<file path="src/rtl/game_state_controller.sv">
// game_state_controller
// Game-flow FSM. It produces mutually exclusive phase flags for the drawing
// blocks, tracks remaining lives, and times the crash freeze and the
// win/lose hold in video frames.
//
// state | meaning
// ------+---------------------------------------------------------------
// IDLE  | waiting for a start press; all phase flags low
// PLAY  | game running
// CRASH | non-fatal crash; motion frozen for CRASH_FRAMES frames
// WIN   | finish line reached; held at least RESULT_FRAMES frames
// LOSE  | lives or fuel exhausted; held at least RESULT_FRAMES frames
//
// Ports:
//   clk, resetN            pixel clock, async active-low reset
//   startOfFrame           one-cycle pulse per video frame
//   startKey               debounced start key level
//   crash, finishLine      one-cycle event pulses from collision logic
//   fuelEmpty              fuel exhausted level
//   gameReq/winReq/loseReq registered phase flags
//   crashFreeze            high while in CRASH
//   newGame                one-cycle pulse when a game starts
//   livesLeft              remaining lives
module game_state_controller #(
    parameter int LIVES         = 3,
    parameter int CRASH_FRAMES  = 60,
    parameter int RESULT_FRAMES = 120
) (
    input  logic       clk,
    input  logic       resetN,
    input  logic       startOfFrame,
    input  logic       startKey,
    input  logic       crash,
    input  logic       finishLine,
    input  logic       fuelEmpty,
    output logic       gameReq,
    output logic       winReq,
    output logic       loseReq,
    output logic       crashFreeze,
    output logic       newGame,
    output logic [1:0] livesLeft
);

    typedef enum logic [2:0] {IDLE, PLAY, CRASH, WIN, LOSE} state_t;

    localparam logic [1:0] LIVES_INIT  = 2'(LIVES);
    localparam logic [7:0] CRASH_LAST  = 8'(CRASH_FRAMES - 1);
    localparam logic [7:0] RESULT_MAX  = 8'(RESULT_FRAMES);

    state_t     state, state_nxt;
    logic [7:0] frame_cnt, cnt_nxt;
    logic [1:0] lives_nxt;
    logic       new_game_nxt;
    logic       start_prev;
    logic       key_armed;
    logic       start_edge;

    // key_armed stays low until the key has been seen released after reset,
    // so a key held through reset cannot look like a fresh press.
    assign start_edge = startKey & ~start_prev & key_armed;

    always_comb begin
        state_nxt    = state;
        cnt_nxt      = frame_cnt;
        lives_nxt    = livesLeft;
        new_game_nxt = 1'b0;
        case (state)
            IDLE: begin
                if (start_edge) begin
                    state_nxt    = PLAY;
                    lives_nxt    = LIVES_INIT;
                    new_game_nxt = 1'b1;
                    cnt_nxt      = 8'd0;
                end
            end
            PLAY: begin
                if (finishLine) begin
                    state_nxt = WIN;
                    cnt_nxt   = 8'd0;
                end else if (fuelEmpty) begin
                    state_nxt = LOSE;
                    cnt_nxt   = 8'd0;
                end else if (crash) begin
                    cnt_nxt = 8'd0;
                    if (livesLeft <= 2'd1) begin
                        state_nxt = LOSE;
                        lives_nxt = 2'd0;
                    end else begin
                        state_nxt = CRASH;
                        lives_nxt = livesLeft - 2'd1;
                    end
                end
            end
            CRASH: begin
                if (fuelEmpty) begin
                    state_nxt = LOSE;
                    cnt_nxt   = 8'd0;
                end else if (startOfFrame) begin
                    if (frame_cnt == CRASH_LAST) begin
                        state_nxt = PLAY;
                        cnt_nxt   = 8'd0;
                    end else begin
                        cnt_nxt = frame_cnt + 8'd1;
                    end
                end
            end
            WIN, LOSE: begin
                // Early presses are dropped; the counter saturates at the hold length.
                if (start_edge && (frame_cnt == RESULT_MAX)) begin
                    state_nxt = IDLE;
                    cnt_nxt   = 8'd0;
                end else if (startOfFrame && (frame_cnt != RESULT_MAX)) begin
                    cnt_nxt = frame_cnt + 8'd1;
                end
            end
            default: begin
                state_nxt = IDLE;
                cnt_nxt   = 8'd0;
            end
        endcase
    end

    always_ff @(posedge clk or negedge resetN) begin
        if (!resetN) begin
            state       <= IDLE;
            frame_cnt   <= 8'd0;
            livesLeft   <= LIVES_INIT;
            start_prev  <= 1'b0;
            key_armed   <= 1'b0;
            gameReq     <= 1'b0;
            winReq      <= 1'b0;
            loseReq     <= 1'b0;
            crashFreeze <= 1'b0;
            newGame     <= 1'b0;
        end else begin
            state       <= state_nxt;
            frame_cnt   <= cnt_nxt;
            livesLeft   <= lives_nxt;
            start_prev  <= startKey;
            key_armed   <= key_armed | ~startKey;
            gameReq     <= (state_nxt == PLAY) || (state_nxt == CRASH);
            winReq      <= (state_nxt == WIN);
            loseReq     <= (state_nxt == LOSE);
            crashFreeze <= (state_nxt == CRASH);
            newGame     <= new_game_nxt;
        end
    end

endmodule

</file>
<file path="config.mk">
export PLATFORM = sky130hd
export DESIGN_NAME = game_state_controller
export DESIGN_NICKNAME = d
export VERILOG_FILES = /design/src/rtl/game_state_controller.sv
export SDC_FILE = /design/constraint.sdc
export NUM_CORES = 1
export LEC_CHECK = 0
export ABC_AREA = 1
export BUFFER_PORTS_ARGS = -buffer_cell sky130_fd_sc_hd__clkbuf_2
export CORE_ASPECT_RATIO = 1.25
export CORE_MARGIN = 2
export CORE_UTILIZATION = 45
export DETAILED_ROUTE_END_ITERATION = 8
export MAX_ROUTING_LAYER = met4
export PLACE_DENSITY_LB_ADDON = 0.08
export SLEW_MARGIN = 0
export SYNTH_ARGS = -nofsm -noshare
export SYNTH_HDL_FRONTEND = slang
export SYNTH_SLANG_ARGS = --single-unit
</file>
<file path="constraint.sdc">
create_clock -name clk -period 3.2 [get_ports clk]
set_input_delay 0.32 -clock clk [delete_from_list [all_inputs] [get_ports clk]]
set_output_delay 0.32 -clock clk [all_outputs]
set_load 0.03 [all_outputs]
</file>
==> results of run 1 <==
-- registers in the layout, summed over array words and instances (netlist names) --
register     flops
newGame          1
state            3
loseReq          1
livesLeft        2
gameReq          1
start_prev       1
frame_cnt        8
crashFreeze      1
winReq           1
key_armed        1
-- per-layer routing --
layer / GRT usage / share of wire
met1: 0.2507 / 0.43
met2: 0.3281 / 0.53
met3: 0.02304 / 0.026
met4: 0.08333 / 0.010
met5: - / 0
-- layout make-up --
type                            instances  area (um2)  area share
Timing Repair Buffer                   14       75.07     0.05155
Inverter                               28       107.6     0.07388
Multi-Input combinational cell        129       699.4      0.4802
Sequential cell                        20       503.0      0.3454
Tap cell                               36       45.04     0.03093
Clock buffer                            4       26.28     0.01804
-- critical path, cell delays in order (launching register included) --
cell     delay, ns
dfrtp_1       0.42
inv_1         0.12
ha_1          0.15
inv_1         0.04
nor2_2        0.16
nand3_4       0.14
nand3_2       0.13
nand2_4       0.09
inv_4         0.11
nand2_1       0.06
nand2_1       0.06
inv_1         0.04
-- final timing paths --
path / from / end
max in group asynchronous: resetN / livesLeft[1]
setup reg to reg: frame_cnt[0] / frame_cnt[5]
hold reg to reg: key_armed / key_armed
min in group asynchronous: resetN / frame_cnt[2]
hold / removal: startKey / start_prev
setup / recovery: frame_cnt[0] / frame_cnt[5]
-- Yosys cell counts, drive strengths merged --
master	instances	area [um2]
xor2	3	26.28
o21ai	10	57.55
ha	2	25.02
o311ai	2	17.52
dfstp	2	52.55
nand3	22	142.6
and2	1	8.760
a21oi	5	25.02
inv	28	107.6
nand2	61	246.5
dfrtp	18	450.4
nand4	6	37.54
nor2	12	70.06
buf	1	11.26
nor3	4	36.29
and3	1	6.260
-- power groups by stage --
stage	Clock, mW	Combinational [mW]	Sequential [mW]
2_1_floorplan	0	0.357	0.441
3_3_place_gp	0	0.512	0.388
3_5_place_dp	0	0.525	0.392
4_1_cts	0.128	0.527	0.387
5_1_grt	0.138	0.594	0.396
6_report	0.122	0.520	0.386
-- repair_timing --
action                                 in CTS  in global routing
resized for setup                           0                  0
hold buffers                                1                  0
endpoints found under the hold margin      18                  0
buffers inserted                            0                  0
-- kinds of logic after synthesis --
group,after synthesis,synth area share
and+or+nand+nor,107,0.4148
buffers and inverters,29,0.08996
DFF,20,0.3807
AOI/OAI and AO/OA,17,0.07575
xor gates and xnor gates,3,0.01989
adders and majority gates,2,0.01894
==> results.tsv, run 1 <==
metric	value	unit
cts_sinks	20	
pre_cts_ws	1.588	ns
synth_nets	187	
h-tree-depth	1	
layout_commonest_cell	nand2_1	
cts_buffers	3	
switching_share	0.4877	
grt_usage	0.2014	
worstPathMaxFanout	8	
max_cap_violations	0	
die_y	64.58	um
power	1.028	mW
grt.overflow.total	0	
path_clk_slew	0.11	ns
final_cell_area	0.001456	mm2
peakVddDrop	0.0004235	V
power.leakage	0.7880	nW
slew_headroom	0.6691	
core	0.002863	mm2
die_area	0.003388	mm2
antenna_left	0	
r2r_cells	11	
p_int	0.5265	mW
final_nets	205	
viasPerCell	5.078	
clk_path_buf_depth	2	
root_buffer	clkbuf_4	
start_util	0.4615	
synthToLayoutAreaGrowth	10.23	%
hold_violations	0	
drt-initial-drc-count	28	
cp.arrival	1.82	ns
tns	0	ns
route.detailed.wl_per_inst	12.10	um
finalCriticalPeriod	1.620	ns
antenna_found_initial	0	
fin_cells	231	
die-width	52.47	um
hpwl	2246	um
layout_setup_ws	1.580	ns
switchingPower	0.5012	mW
status	completed	
num_vias	1173	
placed_area	0.001420	mm2
p_comb_frac	0.506	
grt_max_degree	21	
yosysWarnings	0	
hold_path_class	input port to flip-flop	
synth_area_per_cell	7.423	um2
drc	0	
worst_hold_slack	0.1549	ns
insertion_delay	0.29	ns
syn-cell-area	0.001321	mm2
grt_pass1_vias	1195	
antenna_cells	0	
p_per_area	705.6	mW/mm2
end_kind	flip-flop	
fmax	617.2	MHz
synth-seq-area-share	0.3807	
path_class	flip-flop to flip-flop	
final_util	0.5087	
period_share	0.5063	
ys_ff_latch	20	
r2r_setup_slack	1.58	ns
startpoint_type	flip-flop	
grt_first_pass_wirelength	5071	um
io_pins	14	
port_buffers	13	
required	3.40	ns
p_seq_frac	0.375	
syn_inst	178	
skew	0.002868	ns
setup_viol	0	
core.rowCount	22	
dp.cells	226	
min_path_cells	1	
rsz0062_at_grt	false	
place_congestion	0.8714	
most-common-layout-cells	56 x nand2_1, 23 x inv_1, 18 x dfrtp_1	
cts_tree	built	
synth_cell_types	28	
first_pass_iters	4	
slew_viol_final	0	
wirelength	2794	um
fill_cells	311	
p_clk_frac	0.118	
drive_gt1_frac	0.2256	
worst_slew_pin_slew	0.4964	ns
No activity file was read; power rests on OpenSTA's default activity.
==> run 2: changes to the inputs <==
Settings changed: ABC_AREA 1 to 0.
Clock period 3.2 ns to 1.7 ns, I/O delays scaled along.
==> run 2 against run 1 <==
The run now ends with negative setup slack left. Fmax decreased by 19%. First-iteration DRC count decreased by 46%. Sequential share of layout area decreased by 2.8 points. Setup slack got worse by 1.9 ns. Sequential power increased by 69%. Critical endpoint unchanged. Highest routed layer unchanged.
==> results.tsv, run 2 <==
metric	value	unit
status	complete, but fails checks	
failed_checks	negative setup slack	
antenna_cells	0	
worstPathMaxFanout	4	
setup_viol	13	
rsz0062_at_grt	true	
start_util	0.4693	
cts_buffers	3	
io_pins	14	
core	0.002402	mm2
cts_sinks	20	
port_buffers	13	
synth_cell_types	48	
die_area	0.002924	mm2
first_pass_iters	4	
viasPerCell	5.451	
syn-cell-area	0.001127	mm2
drt-initial-drc-count	15	
required	1.90	ns
route.detailed.wl_per_inst	14.68	um
yosysWarnings	0	
cts_tree	built	
final_nets	170	
drc	0	
ys_ff_latch	20	
slew_headroom	0.6478	
cp.arrival	2.21	ns
power.leakage	0.7380	nW
max_cap_violations	0	
hold_path_class	input port to flip-flop	
layout_commonest_cell	buf_4	
period_share	1.180	
grt_max_degree	21	
yosys.cell_count.top_type	dfrtp_1	
clk_path_buf_depth	2	
synthTopCellsByArea	dfrtp_1 40%, dfstp_2 4.7%, inv_1 3.0%, nand2b_1 2.8%, o22ai_1 2.8%	
largest-register	frame_cnt	
async_reset_ff_frac	1.000	
path_clk_slew	0.12	ns
core.rowCount	20	
yosys-top-cells-count	18 x dfrtp_1, 9 x inv_1, 7 x nor2_1	
most-common-layout-cells	29 x buf_4, 18 x dfrtp_1, 13 x clkbuf_2	
insertion_delay	0.31	ns
end_kind	flip-flop	
skew	0.01050	ns
path_class	flip-flop to flip-flop	
syn_inst	112	
synth_nets	121	
grt_pass1_vias	1082	
p_per_area	1466	mW/mm2
grt_usage	0.2229	
h-tree-depth	1	
die-width	48.77	um
synth_area_leader_cell	dfrtp_1	
worst_slew_pin_slew	0.5283	ns
die_y	59.96	um
place_congestion	0.8249	
slew_viol_final	0	
wirelength	2833	um
synth_top_area_share	0.3996	
drive_gt1_frac	0.4625	
hold_violations	0	
synth_edf_count	0	
placed_area	0.001414	mm2
synth_area_per_cell	10.07	um2
largest_reg_flops	8	
worst_hold_slack	0.06158	ns
multi_input_comb_area	641.9	um2
layout_setup_ws	-0.3053	ns
synth-seq-area-share	0.4462	
reg_top3	frame_cnt (8), state (3), livesLeft (2)	
finalCriticalPeriod	2.005	ns
num_vias	1052	
antenna_left	0	
synthFlopType	dfrtp_1	
grt_first_pass_wirelength	4864	um
fill_cells	198	
grt.overflow.total	0	
startpoint_type	flip-flop	
root_buffer	clkbuf_4	
final_cell_area	0.001587	mm2
synthToLayoutAreaGrowth	40.73	%
hpwl	1950	um
peakVddDrop	0.0007996	V
seq_area	503.0	um2
antenna_found_initial	0	
fmax	498.7	MHz
-- run 2: cell count changes after synthesis, moves of 4 or more --
cell      delta
nand3_1     -13
nand3_2      -4
inv_1       -14
nand2b_1     +5
nand2_2      -4
o21ai_1      -7
inv_2        -4
nand2_1     -50
nor2_2       -4
o22ai_1      +5
-- run 2: routing by layer --
metal / global-route usage / wire length, um
met1: 0.2432 / 1206
met2: 0.3973 / 1474
met3: 0.02500 / 61
met4: 0.1306 / 89
met5: - / 0
-- run 2: final timing paths --
check,from,to,slack [ns],cells after the start
setup / recovery,frame_cnt[1],frame_cnt[5],-0.31,7
hold / removal,startKey,key_armed,0.06,2
setup reg to reg,frame_cnt[1],frame_cnt[5],-0.31,7
hold reg to reg,livesLeft[1],livesLeft[0],0.48,2
max in group asynchronous,resetN,livesLeft[1],0.97,2
min in group asynchronous,resetN,state[1],0.36,2
-- run 2: per-stage QoR --
| stage | setup TNS (ns) | util | worst slack [ns] | power [mW] | std cells |
|---|---|---|---|---|---|
| 2_1_floorplan | -2.047 | - | -0.3495 | 1.457 | 112 |
| 3_3_place_gp | -2.590 | 0.5885 | -0.3036 | 1.827 | 181 |
| 3_5_place_dp | -3.075 | 0.5885 | -0.3527 | 1.855 | 181 |
| 4_1_cts | -2.658 | 0.6438 | -0.3027 | 2.289 | 190 |
| 5_1_grt | -3.887 | 0.6604 | -0.3628 | 2.500 | 193 |
| 6_report | -2.963 | 0.6604 | -0.3053 | 2.326 | 193 |
-- run 2: layout make-up --
type	count	area share
Multi-Input combinational cell	80	0.4046
Sequential cell	20	0.3170
Timing Repair Buffer	47	0.2082
Tap cell	33	0.02603
Clock buffer	4	0.02287
Inverter	9	0.02129
-- run 2: critical path, cell delays in order (launching register included) --
cell	delay (ns)
dfrtp_1	0.41
inv_2	0.09
ha_4	0.12
or3b_4	0.40
o21ai_1	0.11
or3b_4	0.40
and2_4	0.16
a32o_1	0.21
-- run 2: power by group --
| part | internal [mW] | switching, mW | total (mW) |
|---|---|---|---|
| Combinational | 0.664 | 0.726 | 1.39 |
| Clock | 0.131 | 0.151 | 0.282 |
| Sequential | 0.601 | 0.0528 | 0.654 |
-- run 2: cell families after synthesis --
family / count (synthesis) / share of synthesized area
simple gates: 43 / 0.2409
compound gates: 33 / 0.2231
flops: 20 / 0.4462
buf+inv: 12 / 0.05105
fa+ha+maj: 2 / 0.02219
xor+xnor: 1 / 0.007771
mux: 1 / 0.008879
-- run 2: repair_timing --
item                                    CTS  global route
cloned                                    1             0
hold buffers                              1             1
gates resized for setup                  15             3
buffers inserted                          3             2
hold endpoints to repair                 18             1
pin swaps                                 8             2
endpoints found under the setup margin   13            13
==> run 3: changes to the inputs <==
Settings changed: CTS_BUF_LIST from default to sky130_fd_sc_hd__clkbuf_8.
==> run 3 against run 2 <==
The flow still finishes with violations (negative setup slack). First-iteration DRC count up 53%. Critical path depth is 1 higher. Design area up 4.1%. Worst hold slack worse by 0.0048 ns. Clock skew decreased by 0.0073 ns. Fmax is 1.2% lower. Sequential cell count is the same. Power rose by 7.4%. Setup slack got worse by 0.024 ns. Clock power up 30%. Combinational power increased by 6%. Critical path type unchanged. Largest cell class unchanged. Highest routed layer unchanged.
==> results.tsv, run 3 (synthesis results as in run 2) <==
metric	value	unit
layout_setup_ws	-0.3295	ns
num_vias	1071	
status	complete, but fails checks	
drt-initial-drc-count	23	
die_y	59.96	um
die-width	48.77	um
power.leakage	0.7495	nW
final_nets	170	
grt_usage	0.2299	
hold_path_class	input port to flip-flop	
viasPerCell	5.549	
required	1.84	ns
drc	0	
finalCriticalPeriod	2.030	ns
route.detailed.wl_per_inst	16.56	um
p_per_area	1513	mW/mm2
most-common-layout-cells	30 x buf_4, 18 x dfrtp_1, 13 x clkbuf_2	
failed_checks	negative setup slack	
grt_pass1_vias	1092	
drive_gt1_frac	0.4813	
start_util	0.4693	
tns	-3.044	ns
h-tree-depth	1	
pre_cts_ws	-0.3527	ns
core	0.002402	mm2
fill_cells	196	
io_pins	14	
hpwl	1950	um
synthToLayoutAreaGrowth	46.50	%
core.rowCount	20	
slew_viol_final	0	
path_class	flip-flop to flip-flop	
cts_sinks	20	
placed_area	0.001414	mm2
reg_top3	frame_cnt (8), state (3), livesLeft (2)	
period_share	1.194	
fmax	492.7	MHz
max_cap_violations	0	
startpoint_type	flip-flop	
port_buffers	13	
first_pass_iters	6	
grt.overflow.total	0	
slew_headroom	0.6383	
antenna_cells	0	
worst_slew_pin_slew	0.5375	ns
end_kind	flip-flop	
rsz0062_at_grt	true	
worstPathMaxFanout	4	
hold_violations	0	
die_area	0.002924	mm2
grt_first_pass_wirelength	4981	um
peakVddDrop	0.0007224	V
cp.arrival	2.17	ns
wirelength	3197	um
grt_max_degree	21	
dp.cells	181	
largest_reg_flops	8	
antenna_found_initial	0	
setup_viol	13	
insertion_delay	0.26	ns
worst_hold_slack	0.05681	ns
cts_buffers	3	
largest-register	frame_cnt	
cts_tree	built	
final_cell_area	0.001652	mm2
path_clk_slew	0.08	ns
clk_path_buf_depth	2	
layout_commonest_cell	buf_4	
skew	0.003194	ns
root_buffer	clkbuf_8	
place_congestion	0.8249	
antenna_left	0	
fin_cells	193	
==> run 3: per-layer routing <==
metal	track usage	vias to the layer above	wire length, um
li1	-	514	-
met1	0.2408	516	1273
met2	0.4129	32	1750
met3	0.03000	9	75
met4	0.1469	0	97
met5	-	-	0
==> run 3: power breakdown <==
part	internal (mW)	leakage [nW]	switching, mW
clock network	0.206	0.0288	0.160
logic	0.695	0.465	0.781
registers	0.602	0.256	0.0537
==> run 3: area by class of cell <==
cell class / instances / area [um2] / share of cell area
Sequential cell: 20 / 503.0 / 0.3045
Multi-Input combinational cell: 80 / 684.4 / 0.4144
Tap cell: 33 / 41.29 / 0.02500
Inverter: 9 / 33.78 / 0.02045
Timing Repair Buffer: 47 / 334.1 / 0.2023
Clock buffer: 4 / 55.05 / 0.03333
==> run 3: final timing paths <==
path,startpoint,to,slack (ns),cells past startpoint
min in group asynchronous,resetN,key_armed,0.41,2
worst max register to register,frame_cnt[1],gameReq,-0.33,8
worst min-delay path,startKey,start_prev,0.06,1
worst max-delay path,frame_cnt[1],gameReq,-0.33,8
max in group asynchronous,resetN,livesLeft[1],0.93,2
worst min register to register,livesLeft[1],livesLeft[0],0.48,2
==> run 3: timing repair <==
action | CTS | global route
buffers inserted | 3 | 5
pin swaps | 11 | 8
gates cloned | 1 | 0
endpoints found under the setup margin | 13 | 15
hold endpoints to repair | 18 | 0
gates resized for setup | 17 | 7
hold buffers | 1 | 0
==> run 3: worst max-delay path, cell delays in order, from the launching register on <==
cell and delay [ns]:
dfrtp_1 0.40, inv_2 0.09, ha_4 0.12, or3b_4 0.40, nor3_4 0.18, buf_6 0.15
o2bb2ai_4 0.07, o31a_1 0.35, xor2_1 0.16
==> run 3: per-stage QoR <==
step,power (mW),utilization
floorplan,1.457,-
global placement,1.827,0.5885
detailed placement,1.855,0.5885
CTS,2.370,0.6526
global route,2.644,0.6875
finish,2.499,0.6875
